$ cat src/rtl/mult_seq_ctrl_if.sv
// Start/busy/done handshake plus operands and product for the sequential multiplier.
interface mult_seq_ctrl_if #(
    parameter int WIDTH = 4
);
    logic               start;
    logic [WIDTH-1:0]   A;
    logic [WIDTH-1:0]   B;
    logic               busy;
    logic               done;
    logic [2*WIDTH-1:0] P;

    modport master (output start, A, B, input busy, done, P);
    modport slave  (input start, A, B, output busy, done, P);
endinterface

$ cat src/rtl/mult_seq_ctrl.sv
// Shift-and-add unsigned multiplier: one adder shared over WIDTH cycles,
// full 2*WIDTH-bit product, start/busy/done handshake.
module mult_seq_ctrl #(
    parameter int WIDTH = 4
) (
    input  logic           clk,
    input  logic           rst_n,
    mult_seq_ctrl_if.slave bus
);
    localparam int CNT_W = (WIDTH > 1) ? $clog2(WIDTH) : 1;

    typedef enum logic [1:0] {IDLE, RUN, DONE} state_t;

    state_t             state, state_nxt;
    logic [2*WIDTH-1:0] mcand, acc, acc_sum, prod;
    logic [WIDTH-1:0]   mplier;
    logic [CNT_W-1:0]   cnt;
    logic               accept, last;

    assign acc_sum = acc + (mplier[0] ? mcand : '0);
    assign last    = (cnt == CNT_W'(WIDTH - 1));

    always_ff @(posedge clk or negedge rst_n) begin
        if (!rst_n) state <= IDLE;
        else        state <= state_nxt;
    end

    // DONE accepts a new start directly so back-to-back ops lose no cycle.
    always_comb begin
        state_nxt = state;
        accept    = 1'b0;
        unique case (state)
            IDLE: if (bus.start) begin
                state_nxt = RUN;
                accept    = 1'b1;
            end
            RUN:  if (last) state_nxt = DONE;
            DONE: begin
                if (bus.start) begin
                    state_nxt = RUN;
                    accept    = 1'b1;
                end else begin
                    state_nxt = IDLE;
                end
            end
            default: state_nxt = IDLE;
        endcase
    end

    always_ff @(posedge clk or negedge rst_n) begin
        if (!rst_n) begin
            mcand  <= '0;
            mplier <= '0;
            acc    <= '0;
            cnt    <= '0;
            prod   <= '0;
        end else if (accept) begin
            mcand  <= {{WIDTH{1'b0}}, bus.A};
            mplier <= bus.B;
            acc    <= '0;
            cnt    <= '0;
        end else if (state == RUN) begin
            acc    <= acc_sum;
            mcand  <= mcand << 1;
            mplier <= mplier >> 1;
            cnt    <= cnt + 1'b1;
            // Product register includes the add done in the final cycle.
            if (last) prod <= acc_sum;
        end
    end

    assign bus.busy = (state == RUN);
    assign bus.done = (state == DONE);
    assign bus.P    = prod;
endmodule
$ cat src/flat_wrapper.sv
// flat-port wrapper written by rule: the top's interface ports become plain ports
module mult_seq_ctrl_flat 
#(
    parameter int WIDTH = 4
)
  (clk, rst_n, bus_start, bus_A, bus_B, bus_busy, bus_done, bus_P);
  mult_seq_ctrl_if #(.WIDTH(WIDTH)) bus_i ();
  input  logic clk;
  input  logic rst_n;
  input wire logic [$bits(bus_i.start)-1:0] bus_start;
  input wire logic [$bits(bus_i.A)-1:0] bus_A;
  input wire logic [$bits(bus_i.B)-1:0] bus_B;
  output wire logic [$bits(bus_i.busy)-1:0] bus_busy;
  output wire logic [$bits(bus_i.done)-1:0] bus_done;
  output wire logic [$bits(bus_i.P)-1:0] bus_P;
  assign bus_i.start = bus_start;
  assign bus_i.A = bus_A;
  assign bus_i.B = bus_B;
  assign bus_busy = bus_i.busy;
  assign bus_done = bus_i.done;
  assign bus_P = bus_i.P;
  mult_seq_ctrl #(.WIDTH(WIDTH)) u_core (.clk(clk), .rst_n(rst_n), .bus(bus_i));
endmodule
$ cat config.mk
export PLATFORM = sky130hd
export DESIGN_NAME = mult_seq_ctrl_flat
export DESIGN_NICKNAME = d
export VERILOG_FILES = /design/src/rtl/mult_seq_ctrl_if.sv /design/src/rtl/mult_seq_ctrl.sv /design/src/flat_wrapper.sv
export SDC_FILE = /design/constraint.sdc
export NUM_CORES = 1
export LEC_CHECK = 0
export CAP_MARGIN = 10
export CORE_MARGIN = 2
export CORE_UTILIZATION = 40
export DETAILED_ROUTE_END_ITERATION = 8
export GPL_TIMING_DRIVEN = 1
export MAX_ROUTING_LAYER = met4
export PLACE_DENSITY = 0.65
export SLEW_MARGIN = 40
export SYNTH_ARGS = -nofsm -noshare
export SYNTH_HDL_FRONTEND = slang
export SYNTH_SLANG_ARGS = --single-unit
$ cat constraint.sdc
create_clock -name clk -period 2.66 [get_ports clk]
set_clock_uncertainty 0.15 [all_clocks]
set_input_delay 0.532 -clock clk [delete_from_list [all_inputs] [get_ports clk]]
set_output_delay 0.532 -clock clk [all_outputs]
set_load 0.05 [all_outputs]
# After elaboration in Yosys (flattened, before gate mapping)
# Index checks and enable logic that the tools add are counted.
word_totals:
  out_inout_bits: 10
  word_cells: 34
  regBits: 32
  inputBits: 11
classes:
  mux: 15
  bitwise_logic: 1
  n_reduce_logical: 5
  n_eq_ne: 5
  n_addsub: 2
ops:
  columns: ["cell", "n"]
  rows:
  - ["two-way mux 8 bit", 5]
  - ["adder 8 bit", 1]
  - ["two-way mux 2 bit", 4]
  - ["two-way mux 4 bit", 2]
  - ["one-hot mux 2 bit (3 select lines)", 1]
  - ["equality test 2 bit (second input constant)", 2]
  - ["two-way mux 1 bit", 3]
  - ["AND reduction 3 bit", 1]
  - ["adder 2 x 1 -> 2 bit (second input constant)", 1]
  - ["equality test 2 x 1 -> 1 bit (second input constant)", 1]
  - ["logical NOT 2 bit", 1]
  - ["inequality test 2 x 1 -> 1 bit (second input constant)", 1]
  - ["inequality test 2 bit (second input constant)", 1]
  - ["AND reduction 2 bit", 1]
  - ["nonzero test 2 bit", 1]
  - ["OR reduction 2 bit", 1]
  - ["NOT 1 bit", 1]

# Longest topological paths before layout
# Gate-level depths: netlist (run 1).
logic_depth:
  ltp_word: 5
  ltp_mapped: 10
  mapped_depth_nobuf: 9

# Least setup slack after synthesis (run 1)
# Ideal clock, no wire load.
synth_path:
  path_type: "reg-to-reg"
  from: "register u_core.mplier[0]"
  to: "register u_core.prod[4] (netlist: u_core.bus.P[4])"
  synth_period_minus_slack_ns: 2.323
  setup_time_ns: 0.125
  arrival_ns: 2.049
  path_slack_ns: 0.337
  required_ns: 2.385
  stages_incl_launch_ff: 11
  n_path_buf: 1
  cell_sequence: "dfrtp_1 -> clkbuf_1 -> and2_1 -> ha_1 -> inv_1 -> fa_1 -> nor2b_1 -> o21ai_1 -> a21oi_1 -> nor2b_1 -> mux2_2"
synth_between:
  elab_chain_len: 2
synth_lines:
  columns: ["item", "line", "rtl"]
  rows:
  - ["start, declared", "mult_seq_ctrl.sv:16", "logic [WIDTH-1:0] mplier;"]
  - ["start signal, assigned", "mult_seq_ctrl.sv:59", "mplier <= bus.B;"]
  - ["start signal, assigned", "mult_seq_ctrl.sv:65", "mplier <= mplier >> 1;"]
  - ["two-way mux 8 bit", "mult_seq_ctrl.sv:20", "assign acc_sum = acc + (mplier[0] ? mcand : '0);"]
  - ["adder 8 bit", "mult_seq_ctrl.sv:20", null]
  - ["end signal, assigned", "mult_seq_ctrl.sv:68", "if (last) prod <= acc_sum;"]
  - ["end, declared", "mult_seq_ctrl.sv:15", "logic [2*WIDTH-1:0] mcand, acc, acc_sum, prod;"]
# No other way between the ends.
# A chain may end at the register's enable or synchronous reset.

# Worst setup path in the final report (run 1)
# Same ends and word-level chain as after synthesis.

==> results of run 1 <==
[cells in the final DEF, fill, tap and decap left out, types with 2 or more instances in the layout]
cell	n
dfrtp_1	32
clkdlybuf4s50_1	19
a22o_1	11
nand2_1	9
nor2_1	8
ha_1	8
and2_1	6
nor2b_1	6
o21ai_1	6
a21oi_1	6
clkbuf_8	6
buf_4	6
inv_1	5
o21ai_0	5
nor3_1	5
mux2i_1	5
nand2b_1	4
nand3_1	4
xnor2_1	3
a211oi_1	3
o22ai_1	3
mux2_2	3
mux2_1	3
inv_2	2
or4_1	2
nand2_2	2
clkinvlp_4	2
[report_power, final]
group          internal [mW]  switching (mW)  leakage (nW)
clock                  0.210           0.196        0.0434
sequential             0.716           0.176         0.400
combinational          0.692           0.895         0.499
[stage by stage]
step / hold WS, ps / cells / util, % / cell area (µm²) / total power, mW
floorplan: 86.4 / 157 / - / 1670 / 2.00
global placement: 318 / 228 / 49.1 / 1970 / 2.42
detailed placement: 330 / 228 / 49.1 / 1970 / 2.48
CTS: 340 / 236 / 51.6 / 2060 / 2.89
global route: 367 / 236 / 51.7 / 2070 / 3.09
finish: 340 / 236 / 51.7 / 2070 / 2.88
[layer usage]
| layer | wire length (µm) | up-vias |
|---|---|---|
| met5 | 0 | - |
| met4 | 38 | 0 |
| met3 | 130 | 8 |
| met2 | 1740 | 35 |
| met1 | 1670 | 625 |
| li1 | - | 617 |
[cells by family after synthesis]
logic type,count (synthesis),synth area share (%)
AO/OA/AOI/OAI,40,16.6
multiplexers,11,7.04
buffers and inverters,12,2.92
adder cells (fa/ha/maj),9,7.19
XOR/XNOR,4,3.00
AND/OR/NAND/NOR,49,15.4
flip-flops,32,47.9
[how the worst max path moves through the flow]
stage | from | endpoint | slack [ps] | depth (start not counted)
5_1_grt | u_core.mplier[0] | u_core.bus.P[4] | 70 | 9
4_1_cts | u_core.mplier[0] | u_core.bus.P[4] | 190 | 9
2_1_floorplan | u_core.mplier[0] | u_core.bus.P[4] | 340 | 10
3_5_place_dp | u_core.mplier[0] | u_core.bus.P[4] | 200 | 9
6_report | u_core.mplier[0] | u_core.bus.P[4] | 290 | 9
3_3_place_gp | u_core.mplier[0] | u_core.bus.P[4] | 310 | 9
[flip-flops by register name, summed over array words and instances, names as in the netlist]
signal         count
u_core.mplier      4
u_core.mcand       8
u_core.state       2
u_core.acc         8
u_core.cnt         2
u_core.bus.P       8
[worst register-to-register path, stage by stage (launching register included)]
cell and delay [ps]:
dfrtp_1 470, and2_1 170, ha_1 200, inv_1 70, fa_1 410, nor2b_1 140
o21ai_1 100, a21oi_2 210, nor2b_1 90, mux2_2 260
[final cells by class]
class                   instances  share of cell area (%)
multi-input cells             113                    39.9
flip-flops and latches         32                    38.7
repair buffers                 26                    12.3
clock buffers                   6                    4.00
well taps                      50                    3.03
inverters                       7                    1.27
clock inverters                 2                   0.726
==> out/metrics.cfg, run 1 <==
[status]
status=finished clean

[floorplanning]
row_count=23
die_x_um=68.6
dieArea_um2=4710
start_util_pct=41.8
coreArea_um2=4000
die_y_um=68.6
io-pin-count=21

[cts]
clk_path_buf_depth=2
cts_tree=yes
clk_pin_slew_ps=70
htree_num_levels=2
numCtsBuffers=5
cts.sinks=32
ctsHoldBuffers=0
cts-root-buf=clkbuf_8
cts_setup_buffers=0
clock_latency_ps=280
ctsResizeCount=0

[grt]
grt_pass1_wl_mm=5.91
grtUsageTotal_pct=17.7
grt_start_max_net_pins=33
use_met2_pct=28.7
grtUsageMet3_pct=4.38
top_usage_layer=met2
grt.met1_usage_pct=21.3
antenna_found_initial=0
grt_pass1_vias=1282
grt_overflow_total=0

[timing]
fmax_mhz=421
finalCriticalPeriod_ps=2370
fin_crit_sh_pct=89.3
tightest_slew_ps=507
setup-tns-final_ps=0
setup_violations=0
slew_viol_final=0
timing.slew.headroom_pct=66.1
setup_ws_ps=286
rsz0062_at_grt=no
hold_viol=0

[worst_setup_path]
timing.rr.start=u_core.mplier[0]
r2r_cells=9
ff2ff_setup_slack_ps=290
critPathKind=reg -> reg
end_kind=flip-flop
startpoint_type=flip-flop
worst_path_largest_cell_delay_ps=470
crit_slowest_cell=dfrtp_1
cp_max_fo=10
cp.arrival_ps=2400
cp_num_buf_inv=1
cpLargestDelayFamily=adder cells
crit_top_cell=nor2b_1
r2r-end=u_core.bus.P[4]
cp_cell_sequence=and2_1 > ha_1 > inv_1 > fa_1 > nor2b_1 > o21ai_1 > a21oi_2 > nor2b_1 > mux2_2
critPathRequiredTime_ps=2680

[flow_run]
maxCapViolations=0

[routing]
vias=1285
detail_route.wirelength_mm=3.58
drt-pass1-iter-count=5
wl_per_cell_um=15.2
drc=0
via_per_inst=5.44
drt_iter0_drc=60
ant_nets=0

[yosys]
yosys-top-cells-area=dfrtp_1, ha_1, a22o_1
syn_nets=177
ys_types=36
post-synth-top-count-cell=dfrtp_1
avgSynthCellArea_um2=10.6
synthTopCellsByCount=dfrtp_1, a22o_1, nand2_1, ha_1, nor2_1
synth_edf_count=0
ys_warn_count=0
synthArstFlopShare_pct=100
yosys.area.top_type=dfrtp_1
ys_ff_latch=32
syn-cell-area_um2=1670
synth_top_area_share_pct=47.9
synth_ff_type=dfrtp_1
synth_seq_area_share_pct=47.9
syn_inst=157

[hold_path]
hold_class=reg -> reg
hold_start=u_core.acc[7]
hold_depth=1
min_to=u_core.acc[7]

[cells_and_area]
ff_latch_area_um2=801
final_nets=205
nFillCells=365
multi_input_area_um2=825
antenna_cells=0
drive_gt1_share_pct=14.0
area_growth_pct=23.7

[pwr]
powerDensity_nw_per_um2=1400
p_leak_nw=0.942
peakVddDrop_mv=0.611

[placed_design]
gp_congestion=0.862
hpwl_mm=2.65
io_buffers=20
post-place-ws_ps=195

Note: power is estimated with default switching activity, not from simulation.
==> inputs of run 2 (changes only) <==
--- a/config.mk
+++ b/config.mk
@@ -11,7 +11,8 @@
 export DETAILED_ROUTE_END_ITERATION = 8
 export GPL_TIMING_DRIVEN = 1
 export MAX_ROUTING_LAYER = met4
-export PLACE_DENSITY = 0.65
+export PLACE_DENSITY = 0.67
+export REMOVE_ABC_BUFFERS = 1
 export SLEW_MARGIN = 40
 export SYNTH_ARGS = -nofsm -noshare
 export SYNTH_HDL_FRONTEND = slang
==> constraint.sdc (replaced) <==
create_clock -name clk -period 2 [get_ports clk]
set_clock_uncertainty 0.15 [all_clocks]
set_input_delay 0.4 -clock clk [delete_from_list [all_inputs] [get_ports clk]]
set_output_delay 0.4 -clock clk [all_outputs]
set_load 0.05 [all_outputs]
==> run 2 against run 1 <==
The run now ends with setup timing left. Global-route usage increased by 1.3 points. Non-clock buffer count increased by 29. Power rose by 55%. Critical path type unchanged. Clock-buffer cell count rose by 2. Critical path depth unchanged. Die area did not move. First-iteration DRC count fell by 37%. Largest power group unchanged. Clock power up 28%. Maximum frequency increased by 12%. Sequential power increased by 35%. Critical endpoint is now u_core.bus.P[6]. Via count increased by 4.8%. Sequential share of layout area fell by 5.1 points.
==> out/metrics.cfg, run 2 (synthesized netlist as in run 1, its figures left out) <==
[status]
failed_checks=setup timing
status=finished, violations left

[pwr]
p_int_mw=2.62  ; +62%
powerDensity_nw_per_um2=1870  ; +34%
switchingPower_mw=1.85  ; +46%
p_leak_nw=1.13  ; +20%
peakVddDrop_mv=1.05  ; +72%
power_frac_seq_pct=26.8  ; -4.1 points
p_clk_share_pct=11.6  ; -2.5 points
pwr-share-comb_pct=61.6  ; +6.6 points
swShare_pct=41.3  ; -2.6 points

[cts]
cts_tree=yes
cts-root-buf=clkbuf_8
cts.sinks=32  ; unchanged
htree_num_levels=2  ; unchanged
clk_pin_slew_ps=70  ; about the same
numCtsBuffers=5  ; unchanged
ctsHoldBuffers=0  ; unchanged
clk_path_buf_depth=2  ; unchanged
clock_latency_ps=290  ; about the same

[floorplanning]
die_y_um=68.6  ; unchanged
coreArea_um2=4000  ; unchanged
die_x_um=68.6  ; unchanged
start_util_pct=41.8  ; unchanged
row_count=23  ; unchanged
dieArea_um2=4710  ; unchanged
io-pin-count=21  ; unchanged

[timing]
rsz0062_at_grt=yes
tightest_slew_ps=418  ; -89.1 ps
finalCriticalPeriod_ps=2120  ; -259 ps
timing.slew.headroom_pct=72.1  ; +6.0 points
hold_viol=0  ; unchanged
hold_slack_ps=335  ; -4.95 ps
setup_violations=8  ; +8
fmax_mhz=473  ; +12%
fin_crit_sh_pct=106  ; +17 points
setup_ws_ps=-116  ; -401 ps
slew_viol_final=0  ; unchanged

[cells_and_area]
fin_area_um2=2390  ; +16%
mostFrequentLayoutCell=buf_4
most-common-layout-cells=buf_4, dfrtp_1, a22o_1, clkdlybuf4s50_1
final_nets=234  ; +14%
drive_gt1_share_pct=37.7  ; +24 points
area_growth_pct=43.2
antenna_cells=0  ; unchanged

[hold_path]
hold_start=u_core.acc[7]
hold_class=reg -> reg

[worst_setup_path]
crit_start=u_core.mplier[0]
critPathKind=reg -> reg
cp_max_fo=7  ; -3
startpoint_type=flip-flop
cp.arrival_ps=2200  ; -200 ps
timing.rr.start=u_core.mplier[0]
end_kind=flip-flop
critPathRequiredTime_ps=2080  ; -600 ps

[routing]
drt-pass1-iter-count=4  ; -1
vias=1347  ; +4.8%
via_per_inst=5.08  ; -6.6%
drc=0  ; unchanged
ant_nets=0  ; unchanged
drt_iter0_drc=38  ; -37%
detail_route.wirelength_mm=3.95  ; +10%
wl_per_cell_um=14.9  ; -1.7%

[placed_design]
placed_area_um2=2140  ; +8.7%
hpwl_mm=2.70  ; +1.9%
gp_congestion=0.864  ; +0.27%
io_buffers=20  ; unchanged

[grt]
grt_overflow_total=0  ; unchanged
grt_pass1_vias=1356  ; +5.8%
grt_start_max_net_pins=33  ; unchanged
grt_pass1_wl_mm=6.29  ; +6.4%
antenna_found_initial=0  ; unchanged
grtUsageTotal_pct=19.1  ; +1.3 points

[flow_run]
maxCapViolations=0  ; unchanged

-- run 2: cell count changes in the layout (fill, tap and decap cells not counted), sizes merged --
cell / change
buf: +38
clkbuf: +2
clkinvlp: -2
clkdlybuf4s50: -9
-- run 2: worst paths after layout --
| check | slack, ps | to | cells after the start |
|---|---|---|---|
| max | -120 | u_core.bus.P[6] | 9 |
| min in group asynchronous | 350 | u_core.bus.P[4] | 2 |
| max in group asynchronous | 1010 | u_core.mplier[0] | 2 |
| max reg2reg | -120 | u_core.bus.P[6] | 9 |
| min reg2reg | 330 | u_core.acc[7] | 1 |
| min | 330 | u_core.acc[7] | 1 |
-- run 2: routing by layer --
metal / part of all wire, % / wire length (µm) / vias up / global-route usage (%)
met5: 0 / 0 / - / -
met2: 50 / 1970 / 29 / 30.4
li1: - / - / 673 / -
met4: 0.86 / 34 / 0 / 6.00
met3: 4.8 / 190 / 4 / 4.87
met1: 44 / 1750 / 641 / 23.8
-- run 2: layout make-up --
class	count	area (µm²)
clock buffer	8	90.1
sequential	32	805
timing repair buffer	55	482
multi-input combinational	113	925
fill	329	1610
inverter	7	28.8
tap	50	62.6
-- run 2: power groups by stage --
stage	clock [mW]	sequential (mW)	combinational (mW)
4_1_cts	0.529	1.18	2.63
3_3_place_gp	0	1.16	2.36
3_5_place_dp	0	1.17	2.41
6_report	0.520	1.20	2.75
5_1_grt	0.559	1.23	2.96
2_1_floorplan	0	1.38	1.24
-- run 2: repair_timing --
| item | 4_1_cts | 5_1_grt |
|---|---|---|
| pin swaps | 13 | 7 |
| setup endpoints to repair | 10 | 10 |
| gates resized for setup | 23 | 9 |
| buffers inserted | 2 | 3 |
-- run 2: worst max-delay path, stage by stage, from the launching register on --
cell and delay [ps]:
dfrtp_2 450, and2_4 170, ha_4 160, inv_2 50
fa_2 200, nor2b_2 50, o21ai_2 140, a21oi_2 100
or4_1 520, nand3_1 80
-- run 2: through the flow --
stage | TNS, ps | std cells | worst slack (ps) | util, % | power (mW)
2_1_floorplan | -660 | 152 | -213 | - | 2.62
3_3_place_gp | -986 | 252 | -224 | 53.4 | 3.52
3_5_place_dp | -1430 | 252 | -318 | 53.4 | 3.58
4_1_cts | -660 | 262 | -162 | 58.5 | 4.34
5_1_grt | -1230 | 265 | -204 | 59.8 | 4.75
6_report | -614 | 265 | -116 | 59.8 | 4.47
==> inputs of run 3 (changes only) <==
--- a/config.mk
+++ b/config.mk
@@ -8,6 +8,7 @@
 export CAP_MARGIN = 10
 export CORE_MARGIN = 2
 export CORE_UTILIZATION = 40
+export CTS_BUF_LIST = sky130_fd_sc_hd__clkbuf_2
 export DETAILED_ROUTE_END_ITERATION = 8
 export GPL_TIMING_DRIVEN = 1
 export MAX_ROUTING_LAYER = met4
==> run 3 against run 2 <==
Worst hold slack worse by 79 ps. Critical path type unchanged. Cell count up 0.75%. Largest cell class unchanged. The flow still finishes with violations (setup timing). Core utilization down 0.78 points. Critical endpoint unchanged. Register-to-register slack about the same. Sequential share of layout area up 0.45 points. Cell area down 1.3%. Largest power group unchanged. Highest routed layer unchanged. Sequential power about the same.
==> out/metrics.cfg, run 3 (synthesized netlist as in run 1, its figures left out) <==
[worst_setup_path]
cp.arrival_ps=2290  ; +90 ps
r2r_cells=9  ; unchanged
crit_start=u_core.mplier[0]
ff2ff_setup_slack_ps=-120  ; about the same
critPathRequiredTime_ps=2170  ; +90 ps
r2r-end=u_core.bus.P[6]
critPathKind=reg -> reg
startpoint_type=flip-flop
end_kind=flip-flop
timing.rr.start=u_core.mplier[0]
cp_max_fo=7  ; unchanged

[cells_and_area]
multi_input_area_um2=928  ; +0.41%
drive_gt1_share_pct=39.2  ; +1.5 points
antenna_cells=0  ; unchanged
area_growth_pct=41.3
fin_cells=267  ; +0.75%
ff_latch_area_um2=805  ; unchanged
mostFrequentLayoutCell=buf_4
final_nets=236  ; +0.85%
most-common-layout-cells=buf_4, dfrtp_1, a22o_1, clkdlybuf4s50_1
nFillCells=333  ; +1.2%

[grt]
grt_pass1_vias=1362  ; +0.44%
grt_pass1_wl_mm=6.38  ; +1.5%
grt_start_max_net_pins=33  ; unchanged
grtUsageTotal_pct=19.3  ; +0.21 points
grt_overflow_total=0  ; unchanged
antenna_found_initial=0  ; unchanged

[timing]
fin_crit_sh_pct=106  ; +0.32 points
fmax_mhz=471  ; -0.30%
hold_viol=0  ; unchanged
timing.slew.headroom_pct=71.7  ; -0.44 points
setup_ws_ps=-122  ; -6.30 ps
tightest_slew_ps=425  ; +6.64 ps
rsz0062_at_grt=yes
setup_violations=8  ; unchanged
hold_slack_ps=256  ; -79.1 ps
finalCriticalPeriod_ps=2120  ; +6.30 ps
slew_viol_final=0  ; unchanged

[floorplanning]
row_count=23  ; unchanged
coreArea_um2=4000  ; unchanged
die_y_um=68.6  ; unchanged
dieArea_um2=4710  ; unchanged
die_x_um=68.6  ; unchanged
io-pin-count=21  ; unchanged
start_util_pct=41.8  ; unchanged

[routing]
vias=1396  ; +3.6%
drc=0  ; unchanged
drt-pass1-iter-count=4  ; unchanged
drt_iter0_drc=60  ; +58%
wl_per_cell_um=15.3  ; +2.7%
detail_route.wirelength_mm=4.09  ; +3.5%
ant_nets=0  ; unchanged
via_per_inst=5.23  ; +2.9%

[placed_design]
gp_congestion=0.864  ; unchanged
dp.cells=252  ; unchanged
io_buffers=20  ; unchanged
hpwl_mm=2.70  ; unchanged

[hold_path]
hold_class=in -> async

[pwr]
peakVddDrop_mv=1.11  ; +6.0%
powerDensity_nw_per_um2=1830  ; -2.1%
p_leak_nw=1.12  ; -0.81%

[status]
status=finished, violations left
failed_checks=setup timing

[cts]
clock_latency_ps=360  ; +70 ps
cts_tree=yes
clk_pin_slew_ps=170  ; +100 ps
cts.sinks=32  ; unchanged
clk_path_buf_depth=2  ; unchanged
cts-root-buf=clkbuf_2
htree_num_levels=2  ; unchanged
numCtsBuffers=5  ; unchanged

[flow_run]
maxCapViolations=0  ; unchanged

-- run 3: changes by cell type in the layout (fill, tap and decap cells not counted), sizes merged --
cell and change:
clkbuf -1, clkinv +1, buf +2
-- run 3: per-stage QoR --
| step | cell area, µm² | setup slack [ps] | util [%] | power [mW] | setup TNS (ps) |
|---|---|---|---|---|---|
| finish | 2360 | -122 | 59.0 | 4.32 | -632 |
| CTS | 2300 | -169 | 57.4 | 4.16 | -684 |
| global placement | 2140 | -224 | 53.4 | 3.52 | -986 |
| floorplan | 1650 | -213 | - | 2.62 | -660 |
| global route | 2360 | -221 | 59.0 | 4.61 | -1320 |
| detailed placement | 2140 | -318 | 53.4 | 3.58 | -1430 |
-- run 3: final cells by class --
| type | instances | area share [%] |
|---|---|---|
| clock inverters | 1 | 0.159 |
| repair buffers | 57 | 21.2 |
| inverters | 7 | 1.11 |
| clock buffers | 7 | 1.48 |
| well taps | 50 | 2.65 |
| multi-input cells | 113 | 39.3 |
| flip-flops and latches | 32 | 34.1 |
-- run 3: worst max path at each step --
stage	end	cells after the start	slack (ps)
after global placement	u_core.bus.P[4]	9	-220
final	u_core.bus.P[6]	9	-120
after CTS	u_core.bus.P[6]	9	-170
after floorplan	u_core.bus.P[4]	9	-210
after global routing	u_core.bus.P[6]	9	-220
after detailed placement	u_core.bus.P[4]	9	-320
-- run 3: worst max-delay path, cell delays in order (launching register included) --
cell and delay, ps:
dfrtp_2 480, and2_4 160, ha_4 150, inv_2 50
fa_2 210, nor2b_2 50, o21ai_2 140, a21oi_2 100
or4_1 520, nand3_1 70
-- run 3: per-layer routing --
layer,up-vias,share of wire [%],track usage [%]
met1,690,46,24.3
met3,2,3.2,5.36
met4,0,0.32,5.25
met5,-,0,-
li1,682,-,-
met2,22,50,30.5
-- run 3: where the power goes --
part | total [mW] | switching [mW] | internal (mW)
Combinational | 2.82 | 1.40 | 1.42
Clock | 0.312 | 0.218 | 0.0938
Sequential | 1.19 | 0.237 | 0.953
Total | 4.32 | 1.86 | 2.46
-- run 3: timing repair --
action / 4_1_cts / 5_1_grt
hold buffers: 0 / 0
setup endpoints to repair: 10 / 10
setup buffers: 3 / 4
pin swaps: 13 / 7
resized for setup: 23 / 10
endpoints found under the hold margin: 0 / 0
